`src/rtl/framebuffer_scanout.sv`:
```
// rtl/framebuffer_scanout.sv - raster-order framebuffer reader with display timing generation
module framebuffer_scanout #(
    parameter int DISPLAY_WIDTH         = 100,
    parameter int DISPLAY_HEIGHT        = 100,
    parameter int H_FRONT_PORCH         = 4,
    parameter int H_SYNC                = 8,
    parameter int H_BACK_PORCH          = 4,
    parameter int V_FRONT_PORCH         = 2,
    parameter int V_SYNC                = 2,
    parameter int V_BACK_PORCH          = 2,
    parameter bit SYNC_ACTIVE_LOW       = 1'b1,
    parameter int RD_LATENCY            = 1,
    parameter int FRAMEBUFFER_DATA_BITS = 16,
    parameter int FRAMEBUFFER_SIZE      = DISPLAY_WIDTH * DISPLAY_HEIGHT,
    parameter int FRAMEBUFFER_ADDR_BITS = $clog2(FRAMEBUFFER_SIZE)
) (
    input  logic                             clk,
    input  logic                             rst,
    output logic                             fb_rd_en,
    output logic [FRAMEBUFFER_ADDR_BITS-1:0] fb_rd_addr,
    input  logic [FRAMEBUFFER_DATA_BITS-1:0] fb_rd_data,
    output logic                             hsync,
    output logic                             vsync,
    output logic                             de,
    output logic [FRAMEBUFFER_DATA_BITS-1:0] pixel_data,
    output logic                             frame_start,
    output logic                             vblank
);

    localparam int H_TOTAL = DISPLAY_WIDTH + H_FRONT_PORCH + H_SYNC + H_BACK_PORCH;
    localparam int V_TOTAL = DISPLAY_HEIGHT + V_FRONT_PORCH + V_SYNC + V_BACK_PORCH;
    localparam int HW      = $clog2(H_TOTAL);
    localparam int VW      = $clog2(V_TOTAL);
    localparam int AW      = FRAMEBUFFER_ADDR_BITS;

    localparam logic [HW-1:0] H_ACT_END  = HW'(DISPLAY_WIDTH);
    localparam logic [HW-1:0] H_SYNC_BEG = HW'(DISPLAY_WIDTH + H_FRONT_PORCH);
    localparam logic [HW-1:0] H_SYNC_END = HW'(DISPLAY_WIDTH + H_FRONT_PORCH + H_SYNC);
    localparam logic [HW-1:0] H_LAST     = HW'(H_TOTAL - 1);
    localparam logic [VW-1:0] V_ACT_END  = VW'(DISPLAY_HEIGHT);
    localparam logic [VW-1:0] V_SYNC_BEG = VW'(DISPLAY_HEIGHT + V_FRONT_PORCH);
    localparam logic [VW-1:0] V_SYNC_END = VW'(DISPLAY_HEIGHT + V_FRONT_PORCH + V_SYNC);
    localparam logic [VW-1:0] V_LAST     = VW'(V_TOTAL - 1);
    localparam logic [AW-1:0] ADDR_LAST  = AW'(FRAMEBUFFER_SIZE - 1);

    logic [HW-1:0] h;
    logic [VW-1:0] v;
    logic [AW-1:0] addr_cnt;
    logic [AW-1:0] addr_hold;

    logic active;
    logic hs_pos;
    logic vs_pos;
    logic h_wrap;
    logic v_wrap;

    assign active = (h < H_ACT_END) && (v < V_ACT_END);
    assign hs_pos = (h >= H_SYNC_BEG) && (h < H_SYNC_END);
    assign vs_pos = (v >= V_SYNC_BEG) && (v < V_SYNC_END);
    assign h_wrap = (h == H_LAST);
    assign v_wrap = (v == V_LAST);

    // addr_cnt is the address of the current position while active; addr_hold
    // keeps the last issued address so the bus stays quiet during blanking.
    always_ff @(posedge clk) begin
        if (rst) begin
            h         <= '0;
            v         <= '0;
            addr_cnt  <= '0;
            addr_hold <= '0;
        end else begin
            h <= h_wrap ? '0 : h + HW'(1);
            if (h_wrap) begin
                v <= v_wrap ? '0 : v + VW'(1);
            end
            if (h_wrap && v_wrap) begin
                addr_cnt <= '0;
            end else if (active) begin
                addr_cnt <= (addr_cnt == ADDR_LAST) ? '0 : addr_cnt + AW'(1);
            end
            if (active) begin
                addr_hold <= addr_cnt;
            end
        end
    end

    assign fb_rd_en    = !rst && active;
    assign fb_rd_addr  = rst ? '0 : (active ? addr_cnt : addr_hold);
    assign frame_start = !rst && (h == '0) && (v == '0);
    assign vblank      = !rst && (v >= V_ACT_END);

    // Control flags ride alongside the memory read so they meet the data.
    logic [RD_LATENCY-1:0] act_dly;
    logic [RD_LATENCY-1:0] hs_dly;
    logic [RD_LATENCY-1:0] vs_dly;

    always_ff @(posedge clk) begin
        if (rst) begin
            act_dly    <= '0;
            hs_dly     <= '0;
            vs_dly     <= '0;
            de         <= 1'b0;
            hsync      <= SYNC_ACTIVE_LOW;
            vsync      <= SYNC_ACTIVE_LOW;
            pixel_data <= '0;
        end else begin
            act_dly[0] <= active;
            hs_dly[0]  <= hs_pos;
            vs_dly[0]  <= vs_pos;
            for (int i = 1; i < RD_LATENCY; i++) begin
                act_dly[i] <= act_dly[i-1];
                hs_dly[i]  <= hs_dly[i-1];
                vs_dly[i]  <= vs_dly[i-1];
            end
            de         <= act_dly[RD_LATENCY-1];
            hsync      <= hs_dly[RD_LATENCY-1] ^ SYNC_ACTIVE_LOW;
            vsync      <= vs_dly[RD_LATENCY-1] ^ SYNC_ACTIVE_LOW;
            pixel_data <= act_dly[RD_LATENCY-1] ? fb_rd_data : '0;
        end
    end

endmodule

```
`config.mk`:
```
export PLATFORM = sky130hd
export DESIGN_NAME = framebuffer_scanout
export DESIGN_NICKNAME = d
export VERILOG_FILES = /design/src/rtl/framebuffer_scanout.sv
export SDC_FILE = /design/constraint.sdc
export NUM_CORES = 1
export LEC_CHECK = 0
export CORE_MARGIN = 1.5
export CORE_UTILIZATION = 47
export CTS_BUF_LIST = sky130_fd_sc_hd__clkbuf_16
export DETAILED_ROUTE_END_ITERATION = 6
export DONT_BUFFER_PORTS = 1
export GPL_TIMING_DRIVEN = 0
export PLACE_DENSITY_LB_ADDON = 0.15
export REMOVE_ABC_BUFFERS = 1
export SYNTH_ARGS = -nofsm -noshare
export SYNTH_HDL_FRONTEND = slang
export SYNTH_SLANG_ARGS = --single-unit
```
`constraint.sdc`:
```
create_clock -name clk -period 2 [get_ports clk]
set_clock_uncertainty 0.05 [all_clocks]
set_input_delay 0.2 -clock clk [delete_from_list [all_inputs] [get_ports clk]]
set_output_delay 0.2 -clock clk [all_outputs]
set_load 0.01 [all_outputs]
```
# After elaboration in Yosys (flattened, before gate mapping)
# Cells that the tools add are included.
# classes
addsub	3
n_lt_le_gt_ge	7
n_eq_ne	3
n_mux	4
bitwise	3
reduce_logical	14
# op_table
cell	count
14-bit 2-to-1 mux	3
7-bit less-than comparator (second input constant)	4
7-bit greater-or-equal comparator (second input constant)	3
14-bit by 1-bit adder with 14-bit output (second input constant)	1
7-bit by 1-bit adder with 7-bit output (second input constant)	2
14-bit equality test (second input constant)	1
7-bit equality test (second input constant)	2
7-bit logical NOT	2
1-bit logical AND	8
7-bit 2-to-1 mux	1
2-bit OR reduction	3
1-bit NOT	3
1-bit logical NOT	1
# word_totals
reg_bits	64
input_bits	18
out_inout_bits	36
elab_cells	45

# Logic depth before layout (Yosys ltp)
# logic_depth
ltp_word	4
depth_mapped	8
mapped_depth_nobuf	6

# Worst setup path before layout
# No wires, ideal clock.
# synth_timing
kind	register -> output
start	register v[2]
end	output fb_rd_addr[8]
t_arrival_ns	1.510
path_slack_ns	0.240
path_stages_with_launch	7
path_buffers	2
cell_sequence	dfxtp_1 -> buf_6 -> o311ai_4 -> and2_1 -> buf_2 -> nand2_1 -> a21oi_1
# synth_between
elab_chain_cells	4
# synth_rtl
item	line_no	source
start, declared	47	logic [VW-1:0] v;
start signal, assigned	74	v <= v_wrap ? '0 : v + VW'(1);
7-bit less-than comparator	57	assign active = (h < H_ACT_END) && (v < V_ACT_END);
1-bit logical AND	57	
14-bit 2-to-1 mux (2 in series)	-	
end, declared	20	output logic [FRAMEBUFFER_ADDR_BITS-1:0] fb_rd_addr,
# No other way between the ends.

# Worst setup path after layout
# layout_timing
start	register h[4]
end	output fb_rd_addr[2]
# layout_between
elab_chain_cells	4
# layout_rtl
item	line_no	source
start, declared	46	logic [HW-1:0] h;
start signal, assigned	72	h <= h_wrap ? '0 : h + HW'(1);
7-bit less-than comparator	57	
1-bit logical AND	57	
14-bit 2-to-1 mux (2 in series)	-	
# No other way between the ends.

==> summary.md <==
| Metric | Value |
|---|---|
| Run status | `finished, final reports clean` |
| Antenna violations before repair | `0` |
| Sinks on Clock Net | `64` |
| Final number of setup-violating endpoints | `0` |
| Slew Limit Fails | `0` |
| Fmax | `519.5 MHz` |
| Number of nets with antenna violations after detailed routing | `0` |
| Via count of the first global-routing pass | `1,948` |
| Worst vdd rail ir drop | `0.6260 mV` |
| Top fanout value on the critical path | `6` |
| Flop2flop setup slack | `150 ps` |
| Setup slack of the critical path after layout | `75.04 ps` |
| Most heavily used metal layer in global routing | `met2` |
| Half-perimeter wire length of the detailed placement result | `3210 um` |
| Hold WC Path Type | `in -> reg` |
| Placeable core area | `5473 um2` |
| Average wire per cell in the routed design | `14.89 um` |
| Cell Pwr Density | `949.0 nW/um2` |
| Via count | `2,112` |
| Via density per instance | `5.415` |
| Relative slew slack | `0.1856` |
| TritonCTS clock tree | `built` |
| Most frequent cells in the layout | `dfxtp_1 (58), nand2_1 (36), nor2_1 (22)` |
| Post-route fraction of the period consumed by the critical path | `0.9625` |
| Instance count after placement with tap cells included | `343` |
| Met1 track demand over resource in global routing | `0.2544` |
| Area grow syn2layout | `28.52%` |
| Routing usage on met2 | `0.3130` |
| Remaining DRCs | `0` |
| Post-synthesis sequential area ratio | `0.4844` |
| Area of the multi-input gates | `1365 um2` |
| TritonCTS Buffers | `9` |
| Min Clock Period, post-route | `1925 ps` |
| Synthesized area divided by synthesized cell count | `9.121 um2` |
| Number of iterations in the first detailed-routing pass | `4` |
| Count of maximum capacitance violations | `0` |
| Level count of the clock H-tree | `3` |
| Power, Total | `3.226 mW` |
| Sort of element at the end of the critical path | `output pin` |
| Master cell of the clock root buffer | `clkbuf_16` |
| Worst slack at placement | `-347.6 ps` |
| Number of buffers inserted by port buffering | `0` |
| Die width | `78.02 um` |
| GRT Overall Usage | `0.2008` |
| Final hold viol count | `0` |
| Number of unique standard cell types used by synthesis | `35` |
| CTS clk-pin slew, worst paths | `50 ps` |
| Crit start category | `register` |
| Antenna fix cells | `0` |
| Unrepaired setup endpoints after global routing | `yes` |
| Largest net degree at the start of global routing | `27` |
| Leakage Power | `1.230 nW` |
| Placer congestion estimate | `0.7968` |
| Proportion of layout cells with a drive suffix above 1 | `0.1730` |
| Die Y-Extent | `78.02 um` |
| Starting utilization of the core area | `0.4833` |
| FILL cells | `496` |
| Deepest clock path buffer count | `2` |
| Standard-cell row count | `27` |
| Area used by sequential logic in the layout | `1291 um2` |
| Netlist area before placement | `2645 um2` |
| Finished Layout Cells | `390` |
| Wire length of the first global-routing pass | `9439 um` |
| Flop and latch count out of synthesis | `64` |
| Critical path data arrival time | `1670 ps` |
| Remaining global-route overflow | `0` |
| Warnings, synthesis | `0` |
| Worst setup path category | `reg -> out` |
| WP data required | `1750 ps` |
| Nets@finish | `338` |
| Insertion delay of the later-clocked pin in the worst-skew pair | `320 ps` |
| Syn Inst Count | `290` |
| Routed wire length | `5807 um` |
| Leading cell type in the layout, fill and taps excluded | `dfxtp_1` |
| Worst-margin pin slew | `1222 ps` |
| Starting DRC count in detailed routing | `88` |
| Die area | `6087 um2` |
| Met3 global-route usage | `0.07674` |
| IO Count | `54` |
[synth_stat cells (all sizes together)]
master  count  area (um2)
a21oi      24       120.1
a311oi      1       8.760
a31oi       2       12.51
and2       20       125.1
and3        4       25.02
and4        7       61.31
and4b       1       10.01
buf         8       50.04
clkbuf     11       42.54
dfxtp      64        1281
ha          7       87.58
inv         7       26.28
nand2      38       150.1
nand2b      7       43.79
nand3      15       75.07
nand3b      5       37.54
nand4      10       62.56
nand4b      4       35.03
nor2       22       82.58
nor2b       1       6.260
nor3        3       15.01
nor4b       4       35.03
nor4bb      1       10.01
o211ai      1       7.510
o21ai       1       5.000
o311ai      2       52.55
o32ai       5       43.79
or4b        1       10.01
xnor2       4       35.03
xor2       10       87.58
[sequential cells by signal, summed over array words and instances, names as in the netlist]
signal / cells
vs_dly: 1
hs_dly: 1
h: 7
v: 7
addr_cnt: 14
pixel_data: 16
addr_hold: 14
de: 1
act_dly: 1
hsync: 1
vsync: 1
[cells by family (layout without fill, tap and decap cells)]
family / Yosys count / after routing / synth area share
DFF: 64 / 64 / 0.4844
xor gates and xnor gates: 14 / 14 / 0.04635
AOI/OAI and AO/OA: 36 / 36 / 0.09461
buffers and inverters: 26 / 52 / 0.04494
adders and majority gates: 7 / 7 / 0.03311
and+or+nand+nor: 143 / 145 / 0.2966
[worst max-delay path, stage by stage, from the launching register on]
cell and delay (ps):
dfxtp_4 370, o311ai_4 390, and2_4 280, nand2_1 110, a21oi_4 200
[worst paths after layout]
| path | from | to | depth (start not counted) |
|---|---|---|---|
| max | h[4] | fb_rd_addr[2] | 4 |
| min reg2reg | vs_dly | vsync | 1 |
| min | rst | addr_cnt[9] | 2 |
| max reg2reg | addr_cnt[0] | addr_cnt[7] | 6 |
[per-layer routing]
layer,vias up,routed length [um]
met5,-,0
met4,0,78
met2,37,2829
met1,1012,2638
met3,7,261
li1,1056,-
[final cells by class]
class | instances | area share
multi-input cells | 202 | 0.4015
flip-flops and latches | 64 | 0.3798
repair buffers | 29 | 0.08318
clock buffers | 9 | 0.06625
clock inverters | 7 | 0.03497
well taps | 72 | 0.02650
inverters | 7 | 0.007729
[report_power, final]
group,leakage (nW),internal (mW),switching (mW)
clock,0.164,1.22,0.567
sequential,0.524,1.30,0.0251
combinational,0.542,0.0576,0.0554
total,1.23,2.58,0.647
[per-stage QoR]
stage          utilization  TNS (ps)  instance area (um2)  hold slack (ps)
2_1_floorplan            -         0                 2552            219.1
3_3_place_gp        0.4829    -11680                 2643            224.4
3_5_place_dp        0.4829    -11800                 2643            225.7
4_1_cts             0.5967         0                 3266            3.792
5_1_grt             0.6212    -35.59                 3400            18.51
6_report            0.6212         0                 3400            19.54
[repair_timing]
action | in CTS | in global routing
pin swaps | 4 | 1
setup endpoints to repair | 48 | 34
endpoints found under the hold margin | 36 | 0
hold buffers | 17 | 0
setup buffers | 5 | 7
resized for setup | 19 | 16
cloned | 1 | 1
(Power assumes the default switching activity.)
